--- config.mk ---
export PLATFORM = sky130hd
export DESIGN_NAME = lcd_text_refresher
export DESIGN_NICKNAME = d
export VERILOG_FILES = /design/src/rtl/lcd_text_refresher.sv
export SDC_FILE = /design/constraint.sdc
export NUM_CORES = 1
export LEC_CHECK = 0
export CORE_MARGIN = 2
export CORE_UTILIZATION = 40
export DETAILED_ROUTE_END_ITERATION = 10
export MAX_ROUTING_LAYER = met4
export PLACE_DENSITY = 0.6
export SLEW_MARGIN = 20
export SYNTH_ARGS = -nofsm -noshare
export SYNTH_HDL_FRONTEND = slang
export SYNTH_SLANG_ARGS = --single-unit
--- constraint.sdc ---
create_clock -name clk -period 3 [get_ports clk]
set_input_delay 0.9 -clock clk [delete_from_list [all_inputs] [get_ports clk]]
set_output_delay 0.9 -clock clk [all_outputs]
set_load 0.01 [all_outputs]
--- src/rtl/lcd_text_refresher.sv ---
// rtl/lcd_text_refresher.sv - 4x20 shadow text buffer that schedules hd44780 driver init and dirty-row refresh
// Host writes land in the buffer at any time; changed rows are pushed as one address instruction plus 20 data bytes.
module lcd_text_refresher #(
   parameter int unsigned STARTUP_CYCLES = 100_000_000,
   parameter int unsigned ACK_TIMEOUT    = 1_000_000
) (
   input  logic       clk,
   input  logic       rst_n,
   input  logic       wr_en,
   input  logic [1:0] wr_row,
   input  logic [4:0] wr_col,
   input  logic [7:0] wr_data,
   output logic [1:0] lcd_cmd,
   output logic [8:0] lcd_vchr,
   input  logic       lcd_busy,
   output logic       ready,
   output logic       refreshing,
   output logic       error
);

   localparam logic [1:0] CMD_IDLE  = 2'd0;
   localparam logic [1:0] CMD_INIT  = 2'd1;
   localparam logic [1:0] CMD_WRITE = 2'd2;

   typedef enum logic [2:0] {
      WAIT_PWR, INIT_REQ, INIT_WAIT, IDLE, REQ, WAIT, NEXT
   } state_t;

   state_t      state_q, state_d;
   logic [31:0] cnt_q, cnt_d;
   logic [4:0]  col_q, col_d;
   logic [1:0]  row_q, row_d;
   logic [1:0]  last_q, last_d;
   logic [8:0]  vchr_q, vchr_d;
   logic [3:0]  dirty_q, dirty_d;
   logic        ready_q, ready_d;
   logic        refreshing_q, refreshing_d;
   logic        error_q, error_d;
   logic [7:0]  text_q [0:79];

   logic        wr_ok;
   logic [6:0]  wr_idx;
   logic [6:0]  rd_idx;
   logic [1:0]  pick;
   logic [1:0]  cand;

   function automatic logic [7:0] row_addr(input logic [1:0] r);
      case (r)
         2'd0:    row_addr = 8'h80;
         2'd1:    row_addr = 8'hC0;
         2'd2:    row_addr = 8'h94;
         default: row_addr = 8'hD4;
      endcase
   endfunction

   assign wr_ok  = wr_en && (wr_col < 5'd20);
   assign wr_idx = {5'd0, wr_row} * 7'd20 + {2'd0, wr_col};
   assign rd_idx = {5'd0, row_q} * 7'd20 + {2'd0, col_q};

   // Round-robin: nearest dirty row after the last one refreshed wins.
   always_comb begin
      pick = last_q + 2'd1;
      cand = 2'd0;
      for (int k = 4; k >= 1; k--) begin
         cand = last_q + 2'(k);
         if (dirty_q[cand]) pick = cand;
      end
   end

   always_comb begin
      state_d      = state_q;
      cnt_d        = cnt_q;
      col_d        = col_q;
      row_d        = row_q;
      last_d       = last_q;
      vchr_d       = vchr_q;
      dirty_d      = dirty_q;
      ready_d      = ready_q;
      refreshing_d = refreshing_q;
      error_d      = error_q;
      lcd_cmd      = CMD_IDLE;
      case (state_q)
         WAIT_PWR: begin
            if (cnt_q == STARTUP_CYCLES - 1) begin
               state_d = INIT_REQ;
               cnt_d   = '0;
            end else begin
               cnt_d = cnt_q + 32'd1;
            end
         end
         INIT_REQ: begin
            lcd_cmd = CMD_INIT;
            cnt_d   = cnt_q + 32'd1;
            if (lcd_busy) begin
               state_d = INIT_WAIT;
               cnt_d   = '0;
            end else if (cnt_q == ACK_TIMEOUT - 1) begin
               error_d = 1'b1;
               ready_d = 1'b0;
               state_d = WAIT_PWR;
               cnt_d   = '0;
            end
         end
         INIT_WAIT: begin
            if (!lcd_busy) begin
               ready_d = 1'b1;
               state_d = IDLE;
            end
         end
         IDLE: begin
            if (|dirty_q) begin
               vchr_d        = {1'b1, row_addr(pick)};
               row_d         = pick;
               last_d        = pick;
               col_d         = '0;
               dirty_d[pick] = 1'b0;
               refreshing_d  = 1'b1;
               cnt_d         = '0;
               state_d       = REQ;
            end
         end
         REQ: begin
            lcd_cmd = CMD_WRITE;
            cnt_d   = cnt_q + 32'd1;
            if (lcd_busy) begin
               state_d = WAIT;
               cnt_d   = '0;
            end else if (cnt_q == ACK_TIMEOUT - 1) begin
               // The interrupted row is marked dirty again so it is resent after re-init.
               error_d        = 1'b1;
               ready_d        = 1'b0;
               refreshing_d   = 1'b0;
               dirty_d[row_q] = 1'b1;
               state_d        = WAIT_PWR;
               cnt_d          = '0;
            end
         end
         WAIT: begin
            if (!lcd_busy) state_d = NEXT;
         end
         NEXT: begin
            if (col_q < 5'd20) begin
               vchr_d  = {1'b0, text_q[rd_idx]};
               col_d   = col_q + 5'd1;
               cnt_d   = '0;
               state_d = REQ;
            end else begin
               refreshing_d = 1'b0;
               state_d      = IDLE;
            end
         end
         default: state_d = WAIT_PWR;
      endcase
      // Applied last so a host write beats the clear of the row being issued.
      if (wr_ok) dirty_d[wr_row] = 1'b1;
   end

   always_ff @(posedge clk or negedge rst_n) begin
      if (!rst_n) begin
         state_q      <= WAIT_PWR;
         cnt_q        <= '0;
         col_q        <= '0;
         row_q        <= '0;
         last_q       <= 2'd3;
         vchr_q       <= '0;
         dirty_q      <= 4'b1111;
         ready_q      <= 1'b0;
         refreshing_q <= 1'b0;
         error_q      <= 1'b0;
         for (int i = 0; i < 80; i++) text_q[i] <= 8'h20;
      end else begin
         state_q      <= state_d;
         cnt_q        <= cnt_d;
         col_q        <= col_d;
         row_q        <= row_d;
         last_q       <= last_d;
         vchr_q       <= vchr_d;
         dirty_q      <= dirty_d;
         ready_q      <= ready_d;
         refreshing_q <= refreshing_d;
         error_q      <= error_d;
         if (wr_ok) text_q[wr_idx] <= wr_data;
      end
   end

   assign lcd_vchr   = vchr_q;
   assign ready      = ready_q;
   assign refreshing = refreshing_q;
   assign error      = error_q;

endmodule

# After elaboration in Yosys (flattened, before gate mapping)
# Index checks and enable logic that the tools add are counted.
# Widths: inputs -> output; s select.
# op_classes
eq_ne	20
bitwise_logic	7
n_mul	2
reduce_logical	20
mux	59
addsub	7
magnitude_cmp	15
# ops
op	n
$bwmux 640	1
$mux 32	5
$pmux 32 s4	1
$bmux 8 s7	1
$demux 8 s7	1
$add 32x1->32 const B	1
$eq 32x20->1 const B	1
$eq 32x27->1 const B	1
$mux 3	8
$mux 8	3
$lt 2x3->1 const B	7
$pmux 3 s7	1
$pmux 7 s3	1
$mux 9	2
$ne 2x2->1 const B	9
$pmux 9 s2	1
$ge 8x8->1 const B	2
$mux 4	4
$not 7->8	2
$add 7x5->7	2
$mux 1	12
$lt 5x5->1 const B	2
$mul 2x3->5 const B	2
$mux 5	2
other kinds (35)	58
# totals
input_bits	19
output_inout_bits	14
elab_cells	220
regBits	700

# Longest topological paths before layout
# logic_depth
ltp_word	16
ltp_mapped	11
ltp_nobuf	8

# Worst setup path before layout
# OpenSTA, ideal clock, no wires.
# synth_path
path_type	input port to flip-flop
start	input port wr_row[0]
end	register text_q[152] (netlist name)
path_stages	8
t_arrival_ns	3.081
required_ns	2.875
path_buffers	2
setup_time_ns	0.125
path_slack_ns	-0.206
path_cell_list	ha_1 > fa_1 > clkbuf_1 > nand2_1 > or2_2 > buf_6 > nor2_2 > mux2_2
# synth_via
elab_chain_cells	8
word_cells_on_any_way	9
classes_between	add/sub (1); mul (1); order compare (2); mux (3); bitwise (1); reduce/logical (1)
# synth_lines
item	line_no	text
start, declared	10	input logic [1:0] wr_row,
$mul 2x3->5 *	57	assign wr_idx = {5'd0, wr_row} * 7'd20 + {2'd0, wr_col};
$add 7x5->7 *	57	
$not 7->8 (implied by the code) *	182	if (wr_ok) text_q[wr_idx] <= wr_data;
$ge 8x8->1 (implied by the code) / $lt 8x1->1 (equally long branches)	182	
$logic_and 1x1->1 (implied by the code)	182	
$mux 8 (implied by the code)	182	
$demux 8 s7 *	182	
$bwmux 640 *	182	
end signal, assigned by index	182	
end, declared	39	logic [7:0] text_q [0:79];
# Mark *: on every way between the ends. The rest lies on a longest branch, timed or not.
# A chain may end at the register's enable or synchronous reset.

# Final worst setup path
# layout_path
start	input port wr_col[4]
end	register text_q[172] (netlist name)
# layout_via
elab_chain_cells	7
word_cells_on_any_way	10
classes_between	add/sub (1); order compare (3); mux (3); bitwise (1); reduce/logical (2)
# layout_lines
item	line_no	text
start, declared	11	input logic [4:0] wr_col,
$add 7x5->7	57	
$not 7->8 (implied by the code)	182	
$ge 8x8->1 (implied by the code) / $lt 8x1->1 (equally long branches)	182	
$logic_and 1x1->1 (implied by the code)	182	
$mux 8 (implied by the code)	182	
$demux 8 s7	182	
$bwmux 640	182	
# Parallel ways exist; a longest one is shown, timed or not.

==> results.json <==
{
  "outcome": "complete, no violations",
  "gp_congestion": 0.867,
  "cp_slowest_stage_delay_ns": 0.50,
  "grt_max_degree": 116,
  "core_area_um2": 83300,
  "finalSetupViolations": 0,
  "detail-route-antenna-nets": 0,
  "crit_chain": "clkdlybuf4s50_1, ha_2, xor2_1, buf_4, nand2_1, or2_2, buf_12, nor2_4, buf_12, mux2_2",
  "crit_fanout": 8,
  "relSlewSlack_pct": 33.3,
  "n_fill_cell": 7163,
  "synth_ff_type": "dfrtp_1",
  "grt_pass1_wl_mm": 133,
  "rows": 106,
  "grt_usage_pct": 20.7,
  "drc": 0,
  "total_power_mw": 28.9,
  "drt_wl_total_mm": 85.4,
  "firstDrtPassIters": 5,
  "arrival_ns": 3.46,
  "drv_slew": 0,
  "vdd_drop_max_v": 0.000456,
  "synth_warnings": 0,
  "tritoncts": "yes",
  "synth_nets": 2336,
  "port_buffers": 32,
  "avgSynthCellArea_um2": 14.5,
  "h-tree-depth": 3,
  "layout-drive-gt1-share_pct": 52.3,
  "cp-end-kind": "flop",
  "syn_inst": 2307,
  "p_int_mw": 20.2,
  "die_area_um2": 86100,
  "hpwl_mm": 57.8,
  "ys_types": 77,
  "nets": 2490,
  "fin_worst_skew_ns": 0.0239,
  "hold_viol": 0,
  "cap_viol_max_count": 0,
  "grt_overflow": 0,
  "cp_common_cell": "buf_12",
  "clkTransAtPathRegs_ns": 0.06,
  "p_sw_mw": 8.76,
  "antenna_found_initial": 2,
  "clock_latency_ns": 0.63,
  "synthToLayoutAreaGrowth_pct": 17.4,
  "pwr-share-seq_pct": 40.0,
  "fp.dieH_um": 294,
  "mappedNetlistArea_um2": 33500,
  "p_sw_share_pct": 30.3,
  "numCtsBuffers": 81,
  "fin_area_um2": 39400,
  "min_path_type": "in -> async",
  "layout_worst_path_cycle_share_pct": 98.7,
  "grt_pass1_vias": 21890,
  "final_util_pct": 47.3,
  "tightest_slew_ns": 1.00,
  "via_per_inst": 5.63,
  "crit_path_start_kind": "input port",
  "combPwrFrac_pct": 26.7,
  "wl_per_cell_um": 23.6,
  "place_area_um2": 36700,
  "worstSetupPathType": "in -> reg",
  "synthArstFlopShare_pct": 100,
  "yosysSeqAreaShare_pct": 52.6,
  "pin_count": 33,
  "worstPathRequired_ns": 3.50,
  "initial_core_util_pct": 40.3,
  "fin_ws_ns": 0.0393,
  "synth_enable_flop_cells": 0,
  "holdWs_ns": 0.155,
  "synth_seq_cells": 700,
  "cts-root-buf": "clkbuf_16",
  "max_freq_mhz": 338,
  "final.min_clock_period_ns": 2.96,
  "vias": 20323,
  "p_leak_nw": 18.1,
  "rsz0062_at_grt": "false",
  "detailedPlace.worstSlack_ns": -0.789,
  "clk_path_buf_depth": 3,
  "die_w_um": 294,
  "p_per_area_nw_per_um2": 735,
  "cp_slowest_cell": "clkdlybuf4s50_1",
  "cts.sinks": 700,
  "first_iter_violations": 1030,
  "hold_buffers": 0,
  "p_clk_share_pct": 33.2
}
[cell usage in the layout (no fill, tap or decap), types with 16 or more instances in the layout]
| master | count |
|---|---|
| nand2_2 | 28 |
| nand2_1 | 95 |
| dfrtp_1 | 610 |
| clkbuf_1 | 28 |
| nor2b_1 | 19 |
| nand3_1 | 22 |
| clkdlybuf4s50_1 | 19 |
| mux2i_1 | 30 |
| o21ai_0 | 29 |
| mux4_2 | 161 |
| xnor2_1 | 16 |
| buf_4 | 147 |
| a21oi_1 | 17 |
| a22oi_1 | 41 |
| nor2_4 | 17 |
| nor2_1 | 77 |
| mux2_2 | 632 |
| dfstp_2 | 86 |
| nand4_1 | 16 |
| clkbuf_16 | 83 |
| buf_12 | 56 |
[per-layer routing]
layer	global-route usage (%)	vias to the layer above	part of all wire [%]
met2	31.6	447	47
met1	27.7	10828	45
met5	-	-	0
met4	7.37	0	3.2
li1	-	8884	-
met3	4.03	164	5.0
[worst paths after layout]
path,start,end,slack [ns],depth (start not counted)
max in group asynchronous,rst_n,text_q[269],1.91,3
worst min register to register,text_q[159],text_q[159],0.49,1
worst max-delay path,wr_col[4],text_q[172],0.04,10
worst max register to register,col_q[2],lcd_vchr[6],0.08,7
min in group clk,text_q[159],text_q[159],0.49,1
worst min-delay path,rst_n,lcd_vchr[7],0.16,1
[cell families (layout without fill, tap and decap cells)]
| group | Yosys count | after routing | synth area share [%] |
|---|---|---|---|
| AOI/OAI and AO/OA | 167 | 167 | 3.51 |
| and+or+nand+nor | 386 | 386 | 6.78 |
| muxes | 837 | 837 | 33.4 |
| other | 0 | 2 | 0 |
| DFF | 700 | 700 | 52.6 |
| adders and majority gates | 10 | 10 | 0.418 |
| xor gates and xnor gates | 28 | 28 | 0.731 |
| buffers and inverters | 179 | 400 | 2.58 |
[state kept, by name (all words and copies together) (netlist names)]
signal and count:
state_q 3, col_q 5, cnt_q 32, last_q 2, refreshing 1, ready 1
error 1, row_q 2, dirty_q 4, lcd_vchr 9, text_q 640
[cells in the mapped netlist, drive strengths merged, types with 5 or more instances]
master	number	area, um2
nand2b	9	56.3
or2	6	37.5
nand2	123	529
mux2i	32	320
a21oi	19	98.9
and2	8	50.1
nor2	118	790
nand4	17	113
dfrtp	614	15400
mux2	644	7250
o21ai	30	150
o21a	7	52.6
xor2	12	105
nand3	24	130
nor4	8	56.3
a22o	10	87.6
mux4	161	3630
and3	6	37.5
or3	7	43.8
clkbuf	88	330
a211oi	8	60.1
nor2b	20	125
nor4b	5	43.8
a21o	5	38.8
xnor2	16	140
buf	77	483
o22ai	6	37.5
nor3	18	121
dfstp	86	2260
a22oi	41	308
ha	8	100
inv	14	52.6
[critical path, delay by kind of cell]
kind          cells  cell delay [ns]
mux               1             0.33
buf+inv           4             0.97
fa+ha+maj         1             0.49
xor+xnor          1             0.25
simple gates      3             0.51
[power by group through the flow]
stage               clock network [mW]  registers [mW]  logic [mW]
global route                      10.2            11.7        8.34
global placement                     0            11.6        7.51
CTS                               9.87            11.6        7.75
floorplan                            0            11.4        5.07
finish                            9.61            11.6        7.74
detailed placement                   0            11.7        7.67
[cell type report]
cell class	count	area [um2]	area share, %
diodes	2	5.00	0.0127
clock buffers	126	2390	6.07
clock inverters	24	221	0.563
inverters	14	52.6	0.133
multi-input cells	1428	15200	38.6
flip-flops and latches	700	17600	44.8
well taps	1080	1350	3.43
repair buffers	236	2520	6.40
[timing repair]
action / 4_1_cts / 5_1_grt
pin swaps: 6 / 3
setup endpoints to repair: 155 / 249
buffers inserted: 1 / 1
resized for setup: 16 / 5
[stage by stage]
step | std cells | TNS, ns
final | 3610 | 0
after global routing | 3610 | 0
after CTS | 3607 | 0
after detailed placement | 3456 | -374.51
after global placement | 3456 | -386.39
after floorplan | 2307 | -0.223
Power figures use the tool's default switching activity.
